$ cat config.mk
export PLATFORM = sky130hd
export DESIGN_NAME = axi_sram_slave_flat
export DESIGN_NICKNAME = d
export VERILOG_FILES = /design/src/rtl/axi_sram_if.sv /design/src/rtl/axi_sram_slave.sv /design/src/flat_wrapper.sv
export SDC_FILE = /design/constraint.sdc
export NUM_CORES = 1
export LEC_CHECK = 0
export CAP_MARGIN = 10
export CORE_ASPECT_RATIO = 0.75
export CORE_MARGIN = 3
export CORE_UTILIZATION = 32
export CTS_CLUSTER_SIZE = 12
export DETAILED_ROUTE_END_ITERATION = 12
export PLACE_DENSITY_LB_ADDON = 0.25
export SLEW_MARGIN = 10
export SYNTH_ARGS = -nofsm -noshare
export SYNTH_HDL_FRONTEND = slang
export SYNTH_SLANG_ARGS = --single-unit
$ cat constraint.sdc
create_clock -name aclk -period 2.6 [get_ports aclk]
set_clock_uncertainty 0.2 [all_clocks]
set_input_delay 0.26 -clock aclk [delete_from_list [all_inputs] [get_ports aclk]]
set_output_delay 0.26 -clock aclk [all_outputs]
set_load 0.005 [all_outputs]
$ cat src/rtl/axi_sram_if.sv
// AXI3 read/write channel bundle between the CPU bridge master and the SRAM slave.
interface axi_sram_if;
    logic [3:0]  arid;
    logic [7:0]  arlen;
    logic [2:0]  arsize;
    logic [1:0]  arburst;
    logic [31:0] araddr;
    logic        arvalid;
    logic        arready;

    logic [3:0]  rid;
    logic [31:0] rdata;
    logic [1:0]  rresp;
    logic        rlast;
    logic        rvalid;
    logic        rready;

    logic [3:0]  awid;
    logic [7:0]  awlen;
    logic [2:0]  awsize;
    logic [1:0]  awburst;
    logic [31:0] awaddr;
    logic        awvalid;
    logic        awready;

    logic [3:0]  wid;
    logic [31:0] wdata;
    logic [3:0]  wstrb;
    logic        wlast;
    logic        wvalid;
    logic        wready;

    logic [3:0]  bid;
    logic [1:0]  bresp;
    logic        bvalid;
    logic        bready;

    modport master (
        output arid, arlen, arsize, arburst, araddr, arvalid,
        input  arready,
        input  rid, rdata, rresp, rlast, rvalid,
        output rready,
        output awid, awlen, awsize, awburst, awaddr, awvalid,
        input  awready,
        output wid, wdata, wstrb, wlast, wvalid,
        input  wready,
        input  bid, bresp, bvalid,
        output bready
    );

    modport slave (
        input  arid, arlen, arsize, arburst, araddr, arvalid,
        output arready,
        output rid, rdata, rresp, rlast, rvalid,
        input  rready,
        input  awid, awlen, awsize, awburst, awaddr, awvalid,
        output awready,
        input  wid, wdata, wstrb, wlast, wvalid,
        output wready,
        output bid, bresp, bvalid,
        input  bready
    );
endinterface

$ cat src/rtl/axi_sram_slave.sv
// AXI3 slave serving read/write bursts from one single-port synchronous SRAM,
// with round-robin read/write arbitration and one beat per cycle.
module axi_sram_slave #(
    parameter int unsigned ADDR_W = 14
) (
    input  logic              aclk,
    input  logic              aresetn,
    axi_sram_if.slave         bus,
    output logic              ram_en,
    output logic [3:0]        ram_we,
    output logic [ADDR_W-1:0] ram_addr,
    output logic [31:0]       ram_wdata,
    input  logic [31:0]       ram_rdata
);

    localparam logic [1:0] RESP_OKAY   = 2'b00;
    localparam logic [1:0] RESP_SLVERR = 2'b10;
    localparam logic [1:0] BURST_FIXED = 2'b00;

    typedef enum logic [1:0] {IDLE, RD, WR, WRESP} state_t;

    state_t            state_q, state_d;
    logic [3:0]        id_q, id_d;
    logic [7:0]        len_q, len_d;
    logic [7:0]        cnt_q, cnt_d;
    logic              fixed_q, fixed_d;
    logic              err_q, err_d;
    logic [ADDR_W-1:0] addr_q, addr_d;
    logic              rr_read_q, rr_read_d;

    logic [ADDR_W-1:0] ar_word, aw_word, addr_step;
    logic              last_beat, ar_grant, aw_grant;
    logic              unused_ok;

    assign ar_word   = bus.araddr[ADDR_W+1:2];
    assign aw_word   = bus.awaddr[ADDR_W+1:2];
    assign addr_step = fixed_q ? addr_q : addr_q + ADDR_W'(1);
    assign last_beat = (cnt_q == len_q);
    assign ar_grant  = bus.arvalid && (!bus.awvalid || rr_read_q);
    assign aw_grant  = bus.awvalid && (!bus.arvalid || !rr_read_q);
    assign unused_ok = ^{bus.arsize, bus.awsize, bus.wid,
                         bus.araddr[31:ADDR_W+2], bus.araddr[1:0],
                         bus.awaddr[31:ADDR_W+2], bus.awaddr[1:0]};

    // State and burst context registers
    always_ff @(posedge aclk) begin
        if (!aresetn) begin
            state_q   <= IDLE;
            id_q      <= 4'd0;
            len_q     <= 8'd0;
            cnt_q     <= 8'd0;
            fixed_q   <= 1'b0;
            err_q     <= 1'b0;
            addr_q    <= '0;
            rr_read_q <= 1'b1;
        end else begin
            state_q   <= state_d;
            id_q      <= id_d;
            len_q     <= len_d;
            cnt_q     <= cnt_d;
            fixed_q   <= fixed_d;
            err_q     <= err_d;
            addr_q    <= addr_d;
            rr_read_q <= rr_read_d;
        end
    end

    // Next state, channel handshakes and SRAM port control
    always_comb begin
        state_d   = state_q;
        id_d      = id_q;
        len_d     = len_q;
        cnt_d     = cnt_q;
        fixed_d   = fixed_q;
        err_d     = err_q;
        addr_d    = addr_q;
        rr_read_d = rr_read_q;

        bus.arready = 1'b0;
        bus.awready = 1'b0;
        bus.wready  = 1'b0;
        bus.rvalid  = 1'b0;
        bus.rlast   = 1'b0;
        bus.bvalid  = 1'b0;
        bus.rid     = id_q;
        bus.bid     = id_q;
        bus.rdata   = ram_rdata;
        bus.rresp   = err_q ? RESP_SLVERR : RESP_OKAY;
        bus.bresp   = err_q ? RESP_SLVERR : RESP_OKAY;
        ram_en      = 1'b0;
        ram_we      = 4'd0;
        ram_addr    = addr_q;
        ram_wdata   = bus.wdata;

        unique case (state_q)
            IDLE: begin
                if (ar_grant) begin
                    // First read word is fetched in the handshake cycle itself
                    bus.arready = 1'b1;
                    ram_en      = 1'b1;
                    ram_addr    = ar_word;
                    id_d        = bus.arid;
                    len_d       = bus.arlen;
                    fixed_d     = (bus.arburst == BURST_FIXED);
                    err_d       = bus.arburst[1];
                    addr_d      = (bus.arburst == BURST_FIXED) ? ar_word : ar_word + ADDR_W'(1);
                    cnt_d       = 8'd0;
                    rr_read_d   = 1'b0;
                    state_d     = RD;
                end else if (aw_grant) begin
                    bus.awready = 1'b1;
                    id_d        = bus.awid;
                    len_d       = bus.awlen;
                    fixed_d     = (bus.awburst == BURST_FIXED);
                    err_d       = bus.awburst[1];
                    addr_d      = aw_word;
                    cnt_d       = 8'd0;
                    rr_read_d   = 1'b1;
                    state_d     = WR;
                end
            end
            RD: begin
                bus.rvalid = 1'b1;
                bus.rlast  = last_beat;
                if (bus.rready) begin
                    if (last_beat) begin
                        state_d = IDLE;
                    end else begin
                        ram_en   = 1'b1;
                        ram_addr = addr_q;
                        addr_d   = addr_step;
                        cnt_d    = cnt_q + 8'd1;
                    end
                end
            end
            WR: begin
                bus.wready = 1'b1;
                if (bus.wvalid) begin
                    ram_en   = 1'b1;
                    ram_we   = bus.wstrb;
                    ram_addr = addr_q;
                    addr_d   = addr_step;
                    cnt_d    = cnt_q + 8'd1;
                    if (bus.wlast != last_beat) begin
                        err_d = 1'b1;
                    end
                    if (last_beat) begin
                        state_d = WRESP;
                    end
                end
            end
            WRESP: begin
                bus.bvalid = 1'b1;
                if (bus.bready) begin
                    state_d = IDLE;
                end
            end
            default: state_d = IDLE;
        endcase

        // Reset wins over any handshake or SRAM write in the same cycle
        if (!aresetn) begin
            bus.arready = 1'b0;
            bus.awready = 1'b0;
            bus.wready  = 1'b0;
            bus.rvalid  = 1'b0;
            bus.rlast   = 1'b0;
            bus.bvalid  = 1'b0;
            ram_en      = 1'b0;
            ram_we      = 4'd0;
        end
    end

endmodule

$ cat src/flat_wrapper.sv
// flat-port wrapper written by rule: the top's interface ports become plain ports
module axi_sram_slave_flat 
#(
    parameter int unsigned ADDR_W = 14
)
  (aclk, aresetn, ram_en, ram_we, ram_addr, ram_wdata, ram_rdata, bus_arid, bus_arlen, bus_arsize, bus_arburst, bus_araddr, bus_arvalid, bus_arready, bus_rid, bus_rdata, bus_rresp, bus_rlast, bus_rvalid, bus_rready, bus_awid, bus_awlen, bus_awsize, bus_awburst, bus_awaddr, bus_awvalid, bus_awready, bus_wid, bus_wdata, bus_wstrb, bus_wlast, bus_wvalid, bus_wready, bus_bid, bus_bresp, bus_bvalid, bus_bready);
  axi_sram_if bus_i ();
  input  logic aclk;
  input  logic aresetn;
  output logic ram_en;
  output logic [3:0] ram_we;
  output logic [ADDR_W-1:0] ram_addr;
  output logic [31:0] ram_wdata;
  input  logic [31:0] ram_rdata;
  input wire logic [$bits(bus_i.arid)-1:0] bus_arid;
  input wire logic [$bits(bus_i.arlen)-1:0] bus_arlen;
  input wire logic [$bits(bus_i.arsize)-1:0] bus_arsize;
  input wire logic [$bits(bus_i.arburst)-1:0] bus_arburst;
  input wire logic [$bits(bus_i.araddr)-1:0] bus_araddr;
  input wire logic [$bits(bus_i.arvalid)-1:0] bus_arvalid;
  output wire logic [$bits(bus_i.arready)-1:0] bus_arready;
  output wire logic [$bits(bus_i.rid)-1:0] bus_rid;
  output wire logic [$bits(bus_i.rdata)-1:0] bus_rdata;
  output wire logic [$bits(bus_i.rresp)-1:0] bus_rresp;
  output wire logic [$bits(bus_i.rlast)-1:0] bus_rlast;
  output wire logic [$bits(bus_i.rvalid)-1:0] bus_rvalid;
  input wire logic [$bits(bus_i.rready)-1:0] bus_rready;
  input wire logic [$bits(bus_i.awid)-1:0] bus_awid;
  input wire logic [$bits(bus_i.awlen)-1:0] bus_awlen;
  input wire logic [$bits(bus_i.awsize)-1:0] bus_awsize;
  input wire logic [$bits(bus_i.awburst)-1:0] bus_awburst;
  input wire logic [$bits(bus_i.awaddr)-1:0] bus_awaddr;
  input wire logic [$bits(bus_i.awvalid)-1:0] bus_awvalid;
  output wire logic [$bits(bus_i.awready)-1:0] bus_awready;
  input wire logic [$bits(bus_i.wid)-1:0] bus_wid;
  input wire logic [$bits(bus_i.wdata)-1:0] bus_wdata;
  input wire logic [$bits(bus_i.wstrb)-1:0] bus_wstrb;
  input wire logic [$bits(bus_i.wlast)-1:0] bus_wlast;
  input wire logic [$bits(bus_i.wvalid)-1:0] bus_wvalid;
  output wire logic [$bits(bus_i.wready)-1:0] bus_wready;
  output wire logic [$bits(bus_i.bid)-1:0] bus_bid;
  output wire logic [$bits(bus_i.bresp)-1:0] bus_bresp;
  output wire logic [$bits(bus_i.bvalid)-1:0] bus_bvalid;
  input wire logic [$bits(bus_i.bready)-1:0] bus_bready;
  assign bus_i.arid = bus_arid;
  assign bus_i.arlen = bus_arlen;
  assign bus_i.arsize = bus_arsize;
  assign bus_i.arburst = bus_arburst;
  assign bus_i.araddr = bus_araddr;
  assign bus_i.arvalid = bus_arvalid;
  assign bus_arready = bus_i.arready;
  assign bus_rid = bus_i.rid;
  assign bus_rdata = bus_i.rdata;
  assign bus_rresp = bus_i.rresp;
  assign bus_rlast = bus_i.rlast;
  assign bus_rvalid = bus_i.rvalid;
  assign bus_i.rready = bus_rready;
  assign bus_i.awid = bus_awid;
  assign bus_i.awlen = bus_awlen;
  assign bus_i.awsize = bus_awsize;
  assign bus_i.awburst = bus_awburst;
  assign bus_i.awaddr = bus_awaddr;
  assign bus_i.awvalid = bus_awvalid;
  assign bus_awready = bus_i.awready;
  assign bus_i.wid = bus_wid;
  assign bus_i.wdata = bus_wdata;
  assign bus_i.wstrb = bus_wstrb;
  assign bus_i.wlast = bus_wlast;
  assign bus_i.wvalid = bus_wvalid;
  assign bus_wready = bus_i.wready;
  assign bus_bid = bus_i.bid;
  assign bus_bresp = bus_i.bresp;
  assign bus_bvalid = bus_i.bvalid;
  assign bus_i.bready = bus_bready;
  axi_sram_slave #(.ADDR_W(ADDR_W)) u_core (.aclk(aclk), .aresetn(aresetn), .bus(bus_i), .ram_en(ram_en), .ram_we(ram_we), .ram_addr(ram_addr), .ram_wdata(ram_wdata), .ram_rdata(ram_rdata));
endmodule
==> impl_metrics.csv <==
group,metric,value,unit
min_path,hp-class,"reg -> reg",
detailed_routing,drc,0,
min_path,hp-start,"u_core.state_q[1]$_SDFFE_PN0P_",
synthesis,postSynthAreaPerCell,7.71,um2
setup_path,crit_chain,"inv_1 > ha_4 > nand2_2 > buf_4 > o211ai_1 > nor3b_2 > clkdlybuf4s50_1",
cts,htreeDepth,2,
cells_and_area,area_delta_synth_final,26.2,%
cells_and_area,multiInputGateArea,2270,um2
placement,dp_hpwl,8680,um
sta,fin_setup_tns,0,ns
setup_path,worstSetupPathType,"reg -> out",
synthesis,synth.distinct_cells,66,
cts,cts.clk_slew.worst_paths,0.06,ns
synthesis,synth-simple-area-share,25.0,%
detailed_routing,vias,3616,
cts,clock_latency,0.29,ns
sta,worstMarginPinSlew,0.704,ns
setup_path,max_stage_delay,0.54,ns
power,p_per_area,938,nW/um2
job,maxCapViolations,0,
setup_path,reg2reg_depth,8,
setup_path,r2r-start,"u_core.state_q[1]$_SDFFE_PN0P_",
cells_and_area,finalInstanceArea,4700,um2
cts,cts_root_buf,"clkbuf_16",
synthesis,async_reset_ff_share,0,%
floorplan,rows,33,
global_routing,antenna_found_initial,0,
cts,clockBufferDepth,2,
sta,rsz0062_at_grt,"false",
setup_path,endpoint,"ram_en",
cells_and_area,drive_above_1_share,14.1,%
synthesis,synthCells,483,
setup_path,worst_setup_path_end_kind,"primary output",
sta,slew_headroom,52.9,%
sta,hold_viol,0,
cts,cts_tree,"done",
floorplan,start_util,33.4,%
power,power_leakage,1.71,nW
cells_and_area,fill_cells,1117,
global_routing,grt_pass1_wl,18200,um
floorplan,die_h,99.4,um
synthesis,netlist_area,3720,um2
setup_path,cp-start-kind,"flop",
floorplan,die_x,131,um
floorplan,ios,279,
setup_path,cp_num_cells,7,
run_status,status,"completed",
synthesis,synth_xor_xnor_area_share,4.47,%
setup_path,worst-endpoint-arrival,2.05,ns
synthesis,synth_top_family_by_area,"simple AND/OR/NAND/NOR gates",
setup_path,slowest_stage,"clkdlybuf4s50_1",
placement,place_inst,653,
setup_path,crit_path_start,"u_core.state_q[1]$_SDFFE_PN0P_",
global_routing,overflow,0,
detailed_routing,routedWlPerCell,17.1,um
power,ir_drop,0.433,mV
synthesis,synth_edf_count,0,
floorplan,core_region_area,11100,um2
sta,fin_crit_sh,96.5,%
setup_path,worst_r2r_endpoint,"u_core.cnt_q[7]$_SDFFE_PN0P_",
global_routing,grtUsageTotal,17.2,%
cts,cts_sinks,39,
synthesis,ys_seq_area_share,21.0,%
detailed_routing,via_per_inst,5.44,
placement,dpl_cell_area,4450,um2
cells_and_area,diodes,0,
sta,drv_slew,0,
detailed_routing,wl,11400,um
cts,cts-buffers-inserted,5,
setup_path,r2r_slack,0.28,ns
sta,fmax,399,MHz
setup_path,worstPathRequired,2.14,ns
detailed_routing,drtPass1Iterations,5,
synthesis,synth.area.mux_share,5.28,%
synthesis,yosys_most_used_dff,"dfxtp_1",
placement,portBuffers,102,
detailed_routing,drt_iter0_markers,309,
placement,place_congestion,0.853,
synthesis,synth_warnings,0,
synthesis,synth-compound-area-share,21.9,%
power,p_total,4.41,mW
detailed_routing,antenna_left,0,
floorplan,die_area,13000,um2
sta,period_minus_slack,2.51,ns
cells_and_area,regArea,787,um2
sta,setup_viol,0,
setup_path,critPathMaxFanout,6,
global_routing,grt_max_degree,45,
synthesis,synthAdderAreaFrac,3.03,%
cells_and_area,finalNetCount,711,
setup_path,crit_buf_inv,3,
synthesis,ys_ff_latch,39,
cells_and_area,final_cells,665,
setup_path,cp_top_family,"buffers and inverters",
global_routing,grt_pass1_vias,3620,
[flip-flops by register name, indices dropped and copies added, names as in the netlist]
register and flops:
u_core.bus.bid 4, u_core.addr_q 14, u_core.rr_read_q 1, u_core.fixed_q 1
u_core.cnt_q 8, u_core.len_q 8, u_core.state_q 2, u_core.err_q 1
[per-stage QoR]
stage | hold WS (ns) | util [%] | worst slack [ns]
4_1_cts | 0.297 | 41.8 | 0.0110
6_report | 0.297 | 42.1 | 0.0922
2_1_floorplan | 0.219 | - | 0.452
3_3_place_gp | 0.296 | 39.9 | 0.0350
3_5_place_dp | 0.300 | 39.9 | 0.0337
5_1_grt | 0.316 | 42.1 | 0.00577
[routing by layer]
layer,vias up,wire (um),GRT usage [%]
li1,1770,-,-
met1,1678,5490,24.9
met2,137,4900,25.4
met3,31,737,3.86
met4,0,234,4.90
met5,-,0,0
[power by group]
part | internal [mW] | total (mW) | switching [mW]
logic | 1.37 | 2.64 | 1.27
clock network | 0.478 | 0.737 | 0.259
registers | 0.794 | 1.03 | 0.240
[cells in the final DEF, fill, tap and decap left out, drive strengths merged, types with 10 or more instances in the layout]
cell type	count
a21oi	15
a22oi	12
a311oi	13
buf	29
clkdlybuf4s50	102
dfxtp	39
mux2	13
nand2	63
nand3	18
nor2	30
nor3	12
o21ai	11
o22ai	10
xnor2	12
[worst min-delay path by stage]
stage | end | depth (start not counted)
floorplan | u_core.len_q[0]$_SDFFE_PN0P_ | 2
global placement | u_core.cnt_q[7]$_SDFFE_PN0P_ | 2
detailed placement | u_core.addr_q[13]$_SDFFE_PN0P_ | 2
CTS | u_core.state_q[1]$_SDFFE_PN0P_ | 2
global route | u_core.state_q[1]$_SDFFE_PN0P_ | 2
finish | u_core.state_q[1]$_SDFFE_PN0P_ | 2
[synthesized netlist by cell type (all sizes together) (6+ instances only)]
cell type,count,area share (%)
clkbuf,12,1.2
nand2b,6,1.0
nand3,18,2.4
ha,9,3.0
nand2,63,6.4
o32ai,6,1.4
o22ai,10,1.7
a311oi,13,3.1
nor3,12,1.6
inv,8,0.81
a22oi,12,2.8
o21ai,11,1.5
nand4,6,1.0
nor2,30,3.0
xnor2,12,2.8
and2,7,1.2
a21oi,15,2.0
or3,7,1.2
dfxtp,39,21
buf,86,17
xor2,7,1.6
mux2,13,3.9
a221oi,7,1.8
[cell type report]
type                    instances  area share (%)
flip-flops and latches         39            16.8
inverters                       8           0.639
well taps                     140            3.73
clock inverters                 2           0.746
repair buffers                131            26.9
multi-input cells             339            48.3
clock buffers                   6            2.96
[tightest hold or removal path: stages (launching register included)]
cell     delay, ns
dfxtp_2       0.35
nand2_1       0.06
mux2i_1       0.05
[cell families (layout without fill, tap and decap cells)]
logic type | Yosys count | count (layout)
flip-flops | 39 | 39
AO/OA/AOI/OAI | 108 | 108
other | 1 | 2
adder cells (fa/ha/maj) | 9 | 9
XOR/XNOR | 19 | 19
AND/OR/NAND/NOR | 183 | 183
multiplexers | 18 | 18
buffers and inverters | 106 | 147
[repair_timing]
| item | in CTS | in global routing |
|---|---|---|
| buffers inserted | 3 | 1 |
| pin swaps | 1 | 2 |
| setup endpoints to repair | 13 | 14 |
| endpoints found under the hold margin | 0 | 0 |
| hold buffers | 0 | 0 |
| gates resized for setup | 4 | 10 |
(Power assumes the default switching activity.)
